## src/rtl/game_speed_ctrl.sv

```systemverilog
// Speed scheduler for the car game: sequences idle/run/pause/over phases and
// emits a one-cycle move tick whose period halves as the player advances levels.
module game_speed_ctrl #(
    parameter int HALF_CNT    = 25000000,
    parameter int LEVEL_TICKS = 16
) (
    input  logic       Clock,
    input  logic       Resetn,
    input  logic       Start,
    input  logic       Pause,
    input  logic       Crash,
    output logic       SpeedTick,
    output logic [1:0] Level,
    output logic       Running,
    output logic       GameOver
);

    localparam int CW = $clog2(HALF_CNT);
    localparam int LW = $clog2(LEVEL_TICKS) + 1;

    localparam logic [1:0] IDLE   = 2'd0;
    localparam logic [1:0] RUN    = 2'd1;
    localparam logic [1:0] PAUSED = 2'd2;
    localparam logic [1:0] OVER   = 2'd3;

    localparam logic [CW-1:0] TERM0   = CW'(HALF_CNT - 1);
    localparam logic [CW-1:0] TERM1   = CW'(HALF_CNT / 2 - 1);
    localparam logic [CW-1:0] TERM2   = CW'(HALF_CNT / 4 - 1);
    localparam logic [LW-1:0] LT_LAST = LW'(LEVEL_TICKS - 1);

    logic [1:0]    state;
    logic [CW-1:0] cnt;
    logic [CW-1:0] term;
    logic [LW-1:0] lt;

    // Terminal count for the current level: period HALF_CNT >> Level, minus one
    always_comb begin
        term = TERM2;
        case (Level)
            2'd0:    term = TERM0;
            2'd1:    term = TERM1;
            default: term = TERM2;
        endcase
    end

    always_ff @(posedge Clock or negedge Resetn) begin
        if (!Resetn) begin
            state     <= IDLE;
            cnt       <= '0;
            lt        <= '0;
            Level     <= 2'd0;
            SpeedTick <= 1'b0;
        end else begin
            SpeedTick <= 1'b0;
            case (state)
                IDLE: begin
                    cnt   <= '0;
                    lt    <= '0;
                    Level <= 2'd0;
                    if (Start) begin
                        state <= RUN;
                    end
                end
                RUN: begin
                    if (Crash) begin
                        state <= OVER;
                        cnt   <= '0;
                    end else if (Pause) begin
                        state <= PAUSED;
                    end else if (cnt == term) begin
                        // The new period takes effect from this same counter restart
                        cnt       <= '0;
                        SpeedTick <= 1'b1;
                        if (Level < 2'd2) begin
                            if (lt == LT_LAST) begin
                                Level <= Level + 2'd1;
                                lt    <= '0;
                            end else begin
                                lt <= lt + LW'(1);
                            end
                        end
                    end else begin
                        cnt <= cnt + CW'(1);
                    end
                end
                PAUSED: begin
                    if (Crash) begin
                        state <= OVER;
                        cnt   <= '0;
                    end else if (!Pause) begin
                        state <= RUN;
                    end
                end
                OVER: begin
                    cnt <= '0;
                    if (Start) begin
                        state <= RUN;
                        lt    <= '0;
                        Level <= 2'd0;
                    end
                end
                default: begin
                    state <= IDLE;
                end
            endcase
        end
    end

    assign Running  = (state == RUN);
    assign GameOver = (state == OVER);

endmodule
```

## config.mk

```make
export PLATFORM = sky130hd
export DESIGN_NAME = game_speed_ctrl
export DESIGN_NICKNAME = d
export VERILOG_FILES = /design/src/rtl/game_speed_ctrl.sv
export SDC_FILE = /design/constraint.sdc
export NUM_CORES = 1
export LEC_CHECK = 0
export ABC_AREA = 0
export BUFFER_PORTS_ARGS = -buffer_cell sky130_fd_sc_hd__buf_2
export CAP_MARGIN = 20
export CELL_PAD_IN_SITES_DETAIL_PLACEMENT = 0
export CELL_PAD_IN_SITES_GLOBAL_PLACEMENT = 1
export CORE_MARGIN = 2
export CORE_UTILIZATION = 42
export DETAILED_ROUTE_END_ITERATION = 8
export PLACE_DENSITY = 0.74
export SYNTH_ARGS = -nofsm -noshare
export SYNTH_HDL_FRONTEND = slang
export SYNTH_SLANG_ARGS = --single-unit
```

## constraint.sdc

```tcl
create_clock -name Clock -period 2.2 [get_ports Clock]
set_input_delay 0.22 -clock Clock [delete_from_list [all_inputs] [get_ports Clock]]
set_output_delay 0.22 -clock Clock [all_outputs]
set_load 0.03 [all_outputs]
```

---- Word-level counts from Yosys, hierarchy flattened ----
Index checks and enable logic that the tools add are counted.
operators by class
  add/sub/neg operators ................... 3
  $lt $le $gt $ge ......................... 1
  equality and inequality tests ........... 17
  multiplexer cells ....................... 30
  reduce and logical (&&, ||, !) cells .... 8
operators with widths
  operator                 number
  $mux W25                 4
  $pmux W25 S3             1
  $pmux W25 S2             1
  $mux W5                  6
  $add A25 B1 Y25 const B  1
  $eq A25 B25 Y1           1
  $mux W2                  11
  $pmux W5 S3              1
  $pmux W2 S3              2
  $ne A3 B3 Y1 const B     3
  $ne A2 B1 Y1 const B     4
  $ne A2 B2 Y1 const B     4
  $reduce_and A7 Y1        1
  $reduce_and A6 Y1        1
  $add A5 B1 Y5 const B    1
  $eq A5 B4 Y1 const B     1
  $eq A2 B1 Y1 const B     2
  $eq A2 B2 Y1 const B     2
  $logic_not A2 Y1         2
  $mux W1                  4
  $reduce_and A3 Y1        1
  $reduce_bool A3 Y1       1
  $add A2 B1 Y2 const B    1
  $lt A2 B2 Y1 const B     1
  other kinds (2)          2
storage, ports and cells
  register bits after elaboration ......... 35
  bits of input ports ..................... 5
  output and inout port bits .............. 5
  word-level logic and storage cells ...... 64

---- Longest topological paths before layout ----
  depth after elaboration ................. 7
  gate-level depth with buffers ........... 9
  mapped depth without buffers ............ 8

---- Least setup slack after synthesis ----
Ideal clock, no wire load.
  path kind ............................... register to register
  start point ............................. reg Level[1]
  end point ............................... reg lt[1]
  library setup time ...................... 0.126 ns
  data arrival time ....................... 2.290 ns
  data required time ...................... 2.074 ns
  path slack .............................. -0.216 ns
  cell stages (with the launch flop) ...... 9
  path buffers ............................ 0
  period minus slack after synthesis ...... 2.416 ns
  cells stage by stage .................... dfrtp_1 > inv_1 > ha_1 > and4bb_2 > o22ai_1 > a311o_1 > nor3_4 > nor2_1 > a221o_1
between the ends
  word-level cells in the longest chain between the ends .. 5
  elaborated cells between the ends (all ways) .. 8
  classes of those cells .................. 1 x order compare; 4 x eq/ne; 1 x mux; 2 x reduce/logical
RTL lines
  element                                                  RTL line  source
  start: declaration                                       13        output logic [1:0] Level,
  start signal: assignment                                 76        Level <= Level + 2'd1;
  $eq A2 B1 Y1 / $logic_not A2 Y1 (equally long branches)  39        case (Level)
  $pmux W25 S2                                             39
  $eq A25 B25 Y1                                           70        end else if (cnt == term) begin
  $ne A2 B1 Y1 (no source line)                            -
  $reduce_and A6 Y1 (no source line) (*)                   -
  end signal: assignment                                   79        lt <= lt + LW'(1);
  end: declaration                                         34        logic [LW-1:0] lt;
Mark *: on every way between the ends. The rest lies on a longest branch, timed or not.
A chain may end at the register's enable or synchronous reset.

---- Worst setup path after layout ----
  start point ............................. reg Level[0]
  end point ............................... reg lt[1]
Same word-level chain as after synthesis.

==> results.json <==
{
  "status": "finished, final reports clean",
  "wl_per_cell_um": 14.95,
  "stdcell_count": 333,
  "die_w_um": 75.71,
  "timing.final.crit_period_ns": 2.156,
  "clk_latency_ns": 0.30,
  "wirelength_mm": 4.978,
  "hpwl_mm": 3.438,
  "dr_total_vias": 1812,
  "clock.fmax_mhz": 463.9,
  "via_per_inst": 5.441,
  "syn-num-nets": 254,
  "synth_cell_types": 49,
  "reg2reg_depth": 7,
  "drc_errors": 0,
  "fp.dieH_um": 75.71,
  "switchingPower_mw": 0.6723,
  "power.internal_mw": 1.123,
  "rows": 26,
  "slew_headroom_pct": 46.12,
  "min_path_type": "input pin to asynchronous set/reset pin",
  "hold_viol_final": 0,
  "finClkSkew_ns": 0.01269,
  "cts_buffers": 5,
  "ys_seq_elements": 35,
  "final_max_slew_viol_count": 0,
  "drt_iter0_markers": 80,
  "layout_commonest_cell": "dfrtp_1",
  "cap_viol_max_count": 0,
  "power_leakage_nw": 1.074,
  "synth_area_per_cell_um2": 8.998,
  "power_density_nw_per_um2": 719.5,
  "power_mw": 1.795,
  "pre_cts_ws_ns": 0.06151,
  "coreArea_um2": 5042,
  "crit_arrival_ns": 2.33,
  "area_growth_pct": 15.53,
  "fin_ws_ns": 0.04425,
  "critPathMaxFanout": 8,
  "n_antenna_cell": 0,
  "synth_area_um2": 2160,
  "synth_cells": 240,
  "synth_xor_area_share_pct": 6.083,
  "grt-ovfl-total": 0,
  "placedCellCount": 323,
  "period_share_pct": 97.99,
  "cts_sinks": 35,
  "drtAntennaViolNets": 0,
  "grt_usage_pct": 18.84,
  "end_kind": "register",
  "synthSimpleGateAreaFrac_pct": 29.32,
  "synthAdderAreaFrac_pct": 5.214,
  "antenna_found_initial": 0,
  "grt_pass1_vias": 1654,
  "first_pass_iters": 4,
  "synthArstFlopShare_pct": 100.0,
  "setup_tns_ns": 0,
  "rsz0062_at_grt": "true",
  "worst_pin_slew_ns": 0.8082,
  "gp_congestion": 0.7592,
  "synth_compound_area_share_pct": 13.79,
  "synth_top_family_by_area": "simple AND/OR/NAND/NOR gates",
  "die_area_um2": 5731,
  "clk_pin_slew_ns": 0.08,
  "cts_root_buf": "clkbuf_8",
  "port_buffers": 9,
  "yosys_warnings": 0,
  "synth_top_flop_cell": "dfrtp_1",
  "setup_violations": 0,
  "ios": 10,
  "start_util_pct": 42.83,
  "seqPwrFrac_pct": 39.0,
  "reg2reg_slack_ns": 0.04,
  "max-clock-path-buffers": 2,
  "max-vdd-ir-drop_mv": 0.3652,
  "ys_seq_area_share_pct": 40.56,
  "switching_share_pct": 37.45,
  "pwr-share-clk_pct": 27.7,
  "cp.required_ns": 2.38,
  "r2r-end": "lt[1]",
  "synth_edf_count": 0,
  "mostFrequentLayoutCells": "dfrtp_1, nor2_1, nand2_1",
  "synth.area.mux_share_pct": 0.9270,
  "drive_gt1_share_pct": 18.63,
  "htreeDepth": 2,
  "combPwrFrac_pct": 33.2,
  "final_nets": 276,
  "grt_pass1_wl_mm": 8.100,
  "cp-start-kind": "register",
  "rr_startpoint": "Level[0]",
  "worstSetupPathType": "register to register",
  "cts_hold_buffers": 0,
  "grt_max_degree": 36,
  "cts_tree": "yes"
}
what timing repair did:
item / in CTS / in global routing
endpoints found under the setup margin: 0 / 11
gates resized for setup: 0 / 7
setup buffers: 0 / 2
logic make-up (layout without fill, tap and decap cells):
family | Yosys count | in the layout
AO/OA/AOI/OAI | 43 | 43
XOR/XNOR | 15 | 15
adder cells (fa/ha/maj) | 9 | 9
buffers and inverters | 19 | 42
flip-flops | 35 | 35
multiplexers | 2 | 2
AND/OR/NAND/NOR | 117 | 117
through the flow:
stage,hold WS [ns],util (%),instance area (µm²)
final,0.004553,49.48,2495
after CTS,0.03200,48.36,2439
after detailed placement,0.3577,46.55,2347
after global routing,0.08787,49.48,2495
after global placement,0.3633,46.55,2347
after floorplan,-0.07559,-,2167
flip-flops by register name, summed over array words and instances, names as in the netlist:
name,cells
Level,2
cnt,25
SpeedTick,1
state,2
lt,5
power by group through the flow:
stage	Sequential, mW	Combinational, mW	Clock [mW]
after global placement	0.714	0.606	0
after floorplan	0.706	0.445	0
after detailed placement	0.714	0.602	0
final	0.701	0.596	0.498
after CTS	0.701	0.602	0.511
after global routing	0.704	0.665	0.532
cells in the mapped netlist, drive strengths merged, types with 3 or more instances:
| master | count | share of area, % |
|---|---|---|
| xnor2 | 4 | 1.6 |
| o21ai | 11 | 2.5 |
| nor3 | 8 | 2.8 |
| clkbuf | 3 | 0.52 |
| or3 | 7 | 2.0 |
| ha | 9 | 5.2 |
| nand2 | 22 | 3.9 |
| xor2 | 11 | 4.5 |
| and3 | 10 | 3.1 |
| nand3 | 20 | 4.6 |
| a21oi | 13 | 3.0 |
| nor2 | 29 | 5.0 |
| dfrtp | 35 | 41 |
| and4 | 3 | 1.2 |
| nand4 | 4 | 1.2 |
| inv | 13 | 2.3 |
worst max-delay path: stages (launching register included):
cell      delay [ns]
dfrtp_2         0.44
ha_4            0.18
and4bb_2        0.31
o22ai_2         0.08
a311o_1         0.36
nor3_4          0.32
nor2_1          0.09
a221o_1         0.26
worst max-delay path by stage:
stage	start	end	slack [ns]	cells after the start
after floorplan	Level[1]	lt[1]	-0.01	8
after global placement	Level[0]	lt[0]	0.10	7
after detailed placement	Level[0]	lt[1]	0.06	7
after CTS	Level[0]	lt[1]	0.04	7
after global routing	Level[0]	lt[1]	-0.05	7
final	Level[0]	lt[1]	0.04	7
layer usage:
layer | track usage (%) | part of all wire, % | vias to the layer above
met3 | 3.968 | 2.6 | 9
met5 | 0 | 0 | -
li1 | - | - | 905
met1 | 28.18 | 50 | 879
met4 | 5.848 | 1.5 | 0
met2 | 27.25 | 46 | 19
area by class of cell:
class | count | area (µm²)
clock inverter | 1 | 5.005
tap | 70 | 87.58
clock buffer | 7 | 86.33
timing repair buffer | 21 | 147.6
multi-input combinational | 186 | 1241
sequential | 35 | 878.3
inverter | 13 | 48.80
fill | 496 | 2547
Power figures use the tool's default switching activity.
